File: src/rtl/nios_pio_master_if.sv
// rtl/nios_pio_master_if.sv - command, response and Avalon-MM signal bundle for nios_pio_master
interface nios_pio_master_if #(
    parameter int ADDR_W    = 3,
    parameter int DATA_W    = 32,
    parameter int TIMEOUT_W = 16
);
    logic                 cmd_valid;
    logic                 cmd_ready;
    logic [1:0]           cmd_op;
    logic [ADDR_W-1:0]    cmd_address;
    logic [DATA_W-1:0]    cmd_data;
    logic [DATA_W-1:0]    cmd_mask;
    logic [TIMEOUT_W-1:0] cmd_timeout;

    logic                 rsp_valid;
    logic [DATA_W-1:0]    rsp_data;
    logic                 rsp_error;

    logic [ADDR_W-1:0]    avm_address;
    logic                 avm_chipselect;
    logic                 avm_write_n;
    logic                 avm_read_n;
    logic [DATA_W-1:0]    avm_writedata;
    logic [DATA_W-1:0]    avm_readdata;
    logic                 avm_waitrequest;

    // master: the command initiator; slave: fabric requester plus the Avalon target
    modport master (
        input  cmd_valid, cmd_op, cmd_address, cmd_data, cmd_mask, cmd_timeout,
        output cmd_ready,
        output rsp_valid, rsp_data, rsp_error,
        output avm_address, avm_chipselect, avm_write_n, avm_read_n, avm_writedata,
        input  avm_readdata, avm_waitrequest
    );

    modport slave (
        output cmd_valid, cmd_op, cmd_address, cmd_data, cmd_mask, cmd_timeout,
        input  cmd_ready,
        input  rsp_valid, rsp_data, rsp_error,
        input  avm_address, avm_chipselect, avm_write_n, avm_read_n, avm_writedata,
        output avm_readdata, avm_waitrequest
    );
endinterface

File: src/rtl/nios_pio_master.sv
// rtl/nios_pio_master.sv - single-command Avalon-MM initiator (write, read, poll with timeout)
module nios_pio_master #(
    parameter int ADDR_W       = 3,
    parameter int DATA_W       = 32,
    parameter int READ_LATENCY = 1,
    parameter int TIMEOUT_W    = 16
) (
    input  logic              clk,
    input  logic              reset_n,
    nios_pio_master_if.master bus
);
    localparam logic [2:0] S_IDLE    = 3'd0;
    localparam logic [2:0] S_WRITE   = 3'd1;
    localparam logic [2:0] S_READ    = 3'd2;
    localparam logic [2:0] S_RDWAIT  = 3'd3;
    localparam logic [2:0] S_RSP_RSV = 3'd4;

    localparam logic [1:0] OP_WRITE = 2'b00;
    localparam logic [1:0] OP_READ  = 2'b01;
    localparam logic [1:0] OP_POLL  = 2'b10;

    localparam logic [1:0] LAT_INIT = (READ_LATENCY > 0) ? 2'(READ_LATENCY - 1) : 2'd0;

    logic [2:0]           state;
    logic                 poll_q;
    logic [ADDR_W-1:0]    addr_q;
    logic [DATA_W-1:0]    data_q;
    logic [DATA_W-1:0]    mask_q;
    logic [TIMEOUT_W-1:0] retry_q;
    logic [1:0]           lat_q;
    logic                 rsp_valid_q;
    logic [DATA_W-1:0]    rsp_data_q;
    logic                 rsp_error_q;

    logic capture;
    logic hit;

    // Read data is valid in the acceptance cycle itself only for zero-latency slaves
    assign capture = ((state == S_READ) && !bus.avm_waitrequest && (READ_LATENCY == 0))
                  || ((state == S_RDWAIT) && (lat_q == 2'd0));
    assign hit     = ((bus.avm_readdata ^ data_q) & mask_q) == '0;

    assign bus.cmd_ready      = (state == S_IDLE);
    assign bus.avm_chipselect = (state == S_WRITE) || (state == S_READ);
    assign bus.avm_write_n    = (state != S_WRITE);
    assign bus.avm_read_n     = (state != S_READ);
    assign bus.avm_address    = addr_q;
    assign bus.avm_writedata  = data_q;
    assign bus.rsp_valid      = rsp_valid_q;
    assign bus.rsp_data       = rsp_data_q;
    assign bus.rsp_error      = rsp_error_q;

    always_ff @(posedge clk or negedge reset_n) begin
        if (!reset_n) begin
            state       <= S_IDLE;
            poll_q      <= 1'b0;
            addr_q      <= '0;
            data_q      <= '0;
            mask_q      <= '0;
            retry_q     <= '0;
            lat_q       <= 2'd0;
            rsp_valid_q <= 1'b0;
            rsp_data_q  <= '0;
            rsp_error_q <= 1'b0;
        end else begin
            rsp_valid_q <= 1'b0;
            case (state)
                S_IDLE: begin
                    if (bus.cmd_valid) begin
                        addr_q  <= bus.cmd_address;
                        data_q  <= bus.cmd_data;
                        mask_q  <= bus.cmd_mask;
                        retry_q <= bus.cmd_timeout;
                        poll_q  <= (bus.cmd_op == OP_POLL);
                        case (bus.cmd_op)
                            OP_WRITE: state <= S_WRITE;
                            OP_READ,
                            OP_POLL:  state <= S_READ;
                            default: begin
                                state       <= S_RSP_RSV;
                                rsp_valid_q <= 1'b1;
                                rsp_data_q  <= '0;
                                rsp_error_q <= 1'b1;
                            end
                        endcase
                    end
                end
                S_WRITE: begin
                    if (!bus.avm_waitrequest) begin
                        state       <= S_IDLE;
                        rsp_valid_q <= 1'b1;
                        rsp_data_q  <= '0;
                        rsp_error_q <= 1'b0;
                    end
                end
                S_READ: begin
                    if (!bus.avm_waitrequest && (READ_LATENCY != 0)) begin
                        state <= S_RDWAIT;
                        lat_q <= LAT_INIT;
                    end
                end
                S_RDWAIT: begin
                    if (lat_q != 2'd0) lat_q <= lat_q - 2'd1;
                end
                S_RSP_RSV: state <= S_IDLE;
                default:   state <= S_IDLE;
            endcase

            // Capture overrides the per-state next state: respond, or re-issue the poll read
            if (capture) begin
                if (!poll_q || hit || (retry_q == '0)) begin
                    state       <= S_IDLE;
                    rsp_valid_q <= 1'b1;
                    rsp_data_q  <= bus.avm_readdata;
                    rsp_error_q <= poll_q && !hit;
                end else begin
                    retry_q <= retry_q - 1'b1;
                    state   <= S_READ;
                end
            end
        end
    end
endmodule

File: src/flat_wrapper.sv
// flat-port wrapper written by rule: the top's interface ports become plain ports
module nios_pio_master_flat 
#(
    parameter int ADDR_W       = 3,
    parameter int DATA_W       = 32,
    parameter int READ_LATENCY = 1,
    parameter int TIMEOUT_W    = 16
)
  (clk, reset_n, bus_cmd_valid, bus_cmd_op, bus_cmd_address, bus_cmd_data, bus_cmd_mask, bus_cmd_timeout, bus_cmd_ready, bus_rsp_valid, bus_rsp_data, bus_rsp_error, bus_avm_address, bus_avm_chipselect, bus_avm_write_n, bus_avm_read_n, bus_avm_writedata, bus_avm_readdata, bus_avm_waitrequest);
  nios_pio_master_if #(.ADDR_W(ADDR_W), .DATA_W(DATA_W), .TIMEOUT_W(TIMEOUT_W)) bus_i ();
  input  logic clk;
  input  logic reset_n;
  input wire logic [$bits(bus_i.cmd_valid)-1:0] bus_cmd_valid;
  input wire logic [$bits(bus_i.cmd_op)-1:0] bus_cmd_op;
  input wire logic [$bits(bus_i.cmd_address)-1:0] bus_cmd_address;
  input wire logic [$bits(bus_i.cmd_data)-1:0] bus_cmd_data;
  input wire logic [$bits(bus_i.cmd_mask)-1:0] bus_cmd_mask;
  input wire logic [$bits(bus_i.cmd_timeout)-1:0] bus_cmd_timeout;
  output wire logic [$bits(bus_i.cmd_ready)-1:0] bus_cmd_ready;
  output wire logic [$bits(bus_i.rsp_valid)-1:0] bus_rsp_valid;
  output wire logic [$bits(bus_i.rsp_data)-1:0] bus_rsp_data;
  output wire logic [$bits(bus_i.rsp_error)-1:0] bus_rsp_error;
  output wire logic [$bits(bus_i.avm_address)-1:0] bus_avm_address;
  output wire logic [$bits(bus_i.avm_chipselect)-1:0] bus_avm_chipselect;
  output wire logic [$bits(bus_i.avm_write_n)-1:0] bus_avm_write_n;
  output wire logic [$bits(bus_i.avm_read_n)-1:0] bus_avm_read_n;
  output wire logic [$bits(bus_i.avm_writedata)-1:0] bus_avm_writedata;
  input wire logic [$bits(bus_i.avm_readdata)-1:0] bus_avm_readdata;
  input wire logic [$bits(bus_i.avm_waitrequest)-1:0] bus_avm_waitrequest;
  assign bus_i.cmd_valid = bus_cmd_valid;
  assign bus_i.cmd_op = bus_cmd_op;
  assign bus_i.cmd_address = bus_cmd_address;
  assign bus_i.cmd_data = bus_cmd_data;
  assign bus_i.cmd_mask = bus_cmd_mask;
  assign bus_i.cmd_timeout = bus_cmd_timeout;
  assign bus_cmd_ready = bus_i.cmd_ready;
  assign bus_rsp_valid = bus_i.rsp_valid;
  assign bus_rsp_data = bus_i.rsp_data;
  assign bus_rsp_error = bus_i.rsp_error;
  assign bus_avm_address = bus_i.avm_address;
  assign bus_avm_chipselect = bus_i.avm_chipselect;
  assign bus_avm_write_n = bus_i.avm_write_n;
  assign bus_avm_read_n = bus_i.avm_read_n;
  assign bus_avm_writedata = bus_i.avm_writedata;
  assign bus_i.avm_readdata = bus_avm_readdata;
  assign bus_i.avm_waitrequest = bus_avm_waitrequest;
  nios_pio_master #(.ADDR_W(ADDR_W), .DATA_W(DATA_W), .READ_LATENCY(READ_LATENCY), .TIMEOUT_W(TIMEOUT_W)) u_core (.clk(clk), .reset_n(reset_n), .bus(bus_i));
endmodule
File: config.mk
export PLATFORM = sky130hd
export DESIGN_NAME = nios_pio_master_flat
export DESIGN_NICKNAME = d
export VERILOG_FILES = /design/src/rtl/nios_pio_master_if.sv /design/src/rtl/nios_pio_master.sv /design/src/flat_wrapper.sv
export SDC_FILE = /design/constraint.sdc
export NUM_CORES = 1
export LEC_CHECK = 0
export ABC_AREA = 0
export CORE_AREA = 2 2 115 117
export DETAILED_ROUTE_END_ITERATION = 12
export DIE_AREA = 0 0 117 119
export GPL_ROUTABILITY_DRIVEN = 1
export HOLD_SLACK_MARGIN = 0.02
export PLACE_DENSITY_LB_ADDON = 0.12
export SETUP_SLACK_MARGIN = 0.2
export SLEW_MARGIN = 20
export SYNTH_ARGS = -nofsm -noshare
export SYNTH_HDL_FRONTEND = slang
export SYNTH_SLANG_ARGS = --single-unit
File: constraint.sdc
create_clock -name clk -period 2.9 [get_ports clk]
set_input_delay 0.29 -clock clk [delete_from_list [all_inputs] [get_ports clk]]
set_output_delay 0.29 -clock clk [all_outputs]
set_load 0.03 [all_outputs]
==> reports/metrics.cfg <==
[floorplan]
dieHeight_microns = 119
start_util_pct = 44.8
row_count = 42
core_sq_mm = 0.0129
fp.dieW_microns = 117
ios = 194
dieArea_sq_mm = 0.0139

[hold_path]
holdCritPathClass = in -> async

[synth]
synthArstFlopShare_pct = 100
synthDistinctLibCells = 48
synth_edf_count = 0
synth_top_area_share_pct = 53.4
synthTopCellsByArea = dfrtp_1 53%, nand2_1 18%, xor2_1 4.9%
synth_area_sq_mm = 0.00576
yosys_most_used_dff = dfrtp_1
synth_seq_cells = 123
syn_nets = 784
postSynthAreaPerCell_sq_um = 8.77
syn_inst = 657
synth_warnings = 0
synth_top_cell_by_area = dfrtp_1
ys_seq_area_share_pct = 53.4

[place]
pre_cts_ws_ns = 0.0636
io_buffers = 193
place_congestion = 0.859
hpwl_mm = 11.4

[worst_setup_path]
required_ns = 3.20
cp-start-kind = flop
r2r_start = u_core.retry_q[0]
crit_type = reg -> reg
crit_fanout = 9
crit_path_start = u_core.retry_q[0]
cp.arrival_ns = 2.88
crit_path_end_kind = flop

[flow_run]
cap_violations = 0

[power_and_ir_drop]
ir_drop_mv = 0.634
p_per_area_mw_per_mm2 = 1070
power.total_w = 0.00914
power_leakage_nw = 3.97

[route]
wire_per_inst_microns = 15.8
dr.first_iter.drc_count = 367
vias = 5287
viasPerCell = 5.10
drc = 0
totalWireLength_mm = 16.4
ant_nets = 0
dr.pass1.iters = 5

[run_status]
status = completed

[cells_and_area]
area_growth_pct = 48.6
diodes = 0
seq_area_sq_mm = 0.00308
mostFrequentLayoutCell = nand2_1
layout_common_cells = 278 x nand2_1, 192 x clkdlybuf4s50_1, 123 x dfrtp_1, 33 x o21ai_0, 32 x xor2_1
nFillCells = 1070
fin_nets = 975
fin_util_pct = 66.5
multi_input_area_sq_mm = 0.00253
drive_gt1_share_pct = 6.86

[global_routing]
grt_pass1_wl_mm = 26.3
grt_overflow = 0
antenna_found_initial = 0
grt_start_max_net_pins = 90
grt_pass1_vias = 5413
grt_usage_pct = 24.4

[timing]
hold_slack_ns = 0.392
fin_crit_sh_pct = 88.9
setup_viol = 0
finalCriticalPeriod_ns = 2.58
tightest_slew_ns = 1.05
fin_ws_ns = 0.322
rsz0062_at_grt = no
fin_skew_ns = 0.00494
relSlewSlack_pct = 29.9
hold_violations = 0
final_max_slew_viol_count = 0
fmax_mhz = 388
setup_tns_ns = 0

[clock_network]
cts.clk_slew.worst_paths_ns = 0.05
cts_sinks = 123
cts_root_buf = clkbuf_16
cts_buffer_depth = 2
cts_made_buffers = 17
cts_tree = yes
cts.htree.levels = 4
clk_latency_ns = 0.41

[critical path, stage by stage (launching register included)]
cell     delay [ns]
dfrtp_1        0.39
inv_1          0.10
ha_1           0.19
nor3b_4        0.25
nand4_4        0.15
or4_4          0.48
and3_1         0.21
and2_4         0.21
mux2_4         0.31
o21a_1         0.18
[flip-flops by register name (all words and copies together) (netlist names)]
register	cells
u_core.bus.rsp_data	32
u_core.poll_q	1
u_core.bus.avm_address	3
u_core.bus.avm_writedata	32
u_core.retry_q	16
u_core.bus.rsp_error	1
u_core.bus.rsp_valid	1
u_core.mask_q	32
u_core.state	3
u_core.lat_q	2
[cell type report]
| cell class | instances | area share (%) |
|---|---|---|
| sequential | 123 | 35.9 |
| multi-input combinational | 488 | 29.5 |
| timing repair buffer | 205 | 24.3 |
| inverter | 13 | 0.570 |
| tap | 176 | 2.57 |
| clock buffer | 24 | 5.74 |
| clock inverter | 7 | 1.32 |
[worst paths after layout]
check | cells after the start | to | slack, ns
worst min register to register | 2 | u_core.bus.avm_address[1] | 0.47
worst min-delay path | 2 | u_core.lat_q[1] | 0.39
min in group clk | 3 | u_core.mask_q[2] | 0.40
worst max-delay path | 9 | u_core.retry_q[13] | 0.32
max in group asynchronous | 3 | u_core.mask_q[7] | 1.67
worst max register to register | 9 | u_core.retry_q[13] | 0.32
[synth_stat cells (all sizes together), types with 2 or more instances]
library cell	n
and3	4
a31oi	4
nand2	280
o211a	2
nand4	6
mux2i	5
inv	13
clkbuf	22
ha	6
or3	3
nor2	25
nand3	5
a22oi	17
dfrtp	123
o21ai	35
a21oi	12
and2	3
o32ai	3
o22ai	5
buf	11
mux2	4
a211oi	7
nor2b	2
xor2	32
or4	3
or2	2
nor3	10
nand2b	2
[logic make-up (layout without fill, tap and decap cells)]
logic type / count (synthesis) / after routing / share of synthesized area (%)
simple gates: 347 / 347 / 24.8
flops: 123 / 123 / 53.4
compound gates: 94 / 94 / 10.4
buf+inv: 46 / 249 / 3.30
xor+xnor: 32 / 32 / 4.86
mux: 9 / 9 / 1.85
fa+ha+maj: 6 / 6 / 1.30
[metrics by stage]
step / instances / area, sq um
finish: 1036 / 8560
detailed placement: 1003 / 7940
floorplan: 657 / 5760
CTS: 1035 / 8550
global route: 1036 / 8560
global placement: 1003 / 7940
[per-layer routing]
| layer | vias to the layer above | GRT usage, % | part of all wire, % |
|---|---|---|---|
| met2 | 195 | 39.3 | 48 |
| met5 | - | 0 | 0 |
| li1 | 2540 | - | - |
| met1 | 2524 | 31.1 | 43 |
| met4 | 0 | 10.7 | 2.1 |
| met3 | 28 | 5.95 | 6.9 |
[report_power, final]
part	leakage, nW	total [W]	internal [W]	switching [W]
Sequential	1.54	0.00304	0.00245	0.000593
Combinational	2.13	0.00393	0.00163	0.00230
Clock	0.296	0.00217	0.00143	0.000733
Total	3.97	0.00914	0.00551	0.00363
[timing repair]
item | CTS | global route
resized for setup | 0 | 1
buffers inserted | 0 | 1
endpoints found under the setup margin | 0 | 13
hold buffers | 1 | 0
hold endpoints to repair | 34 | 0
(Power assumes the default switching activity.)
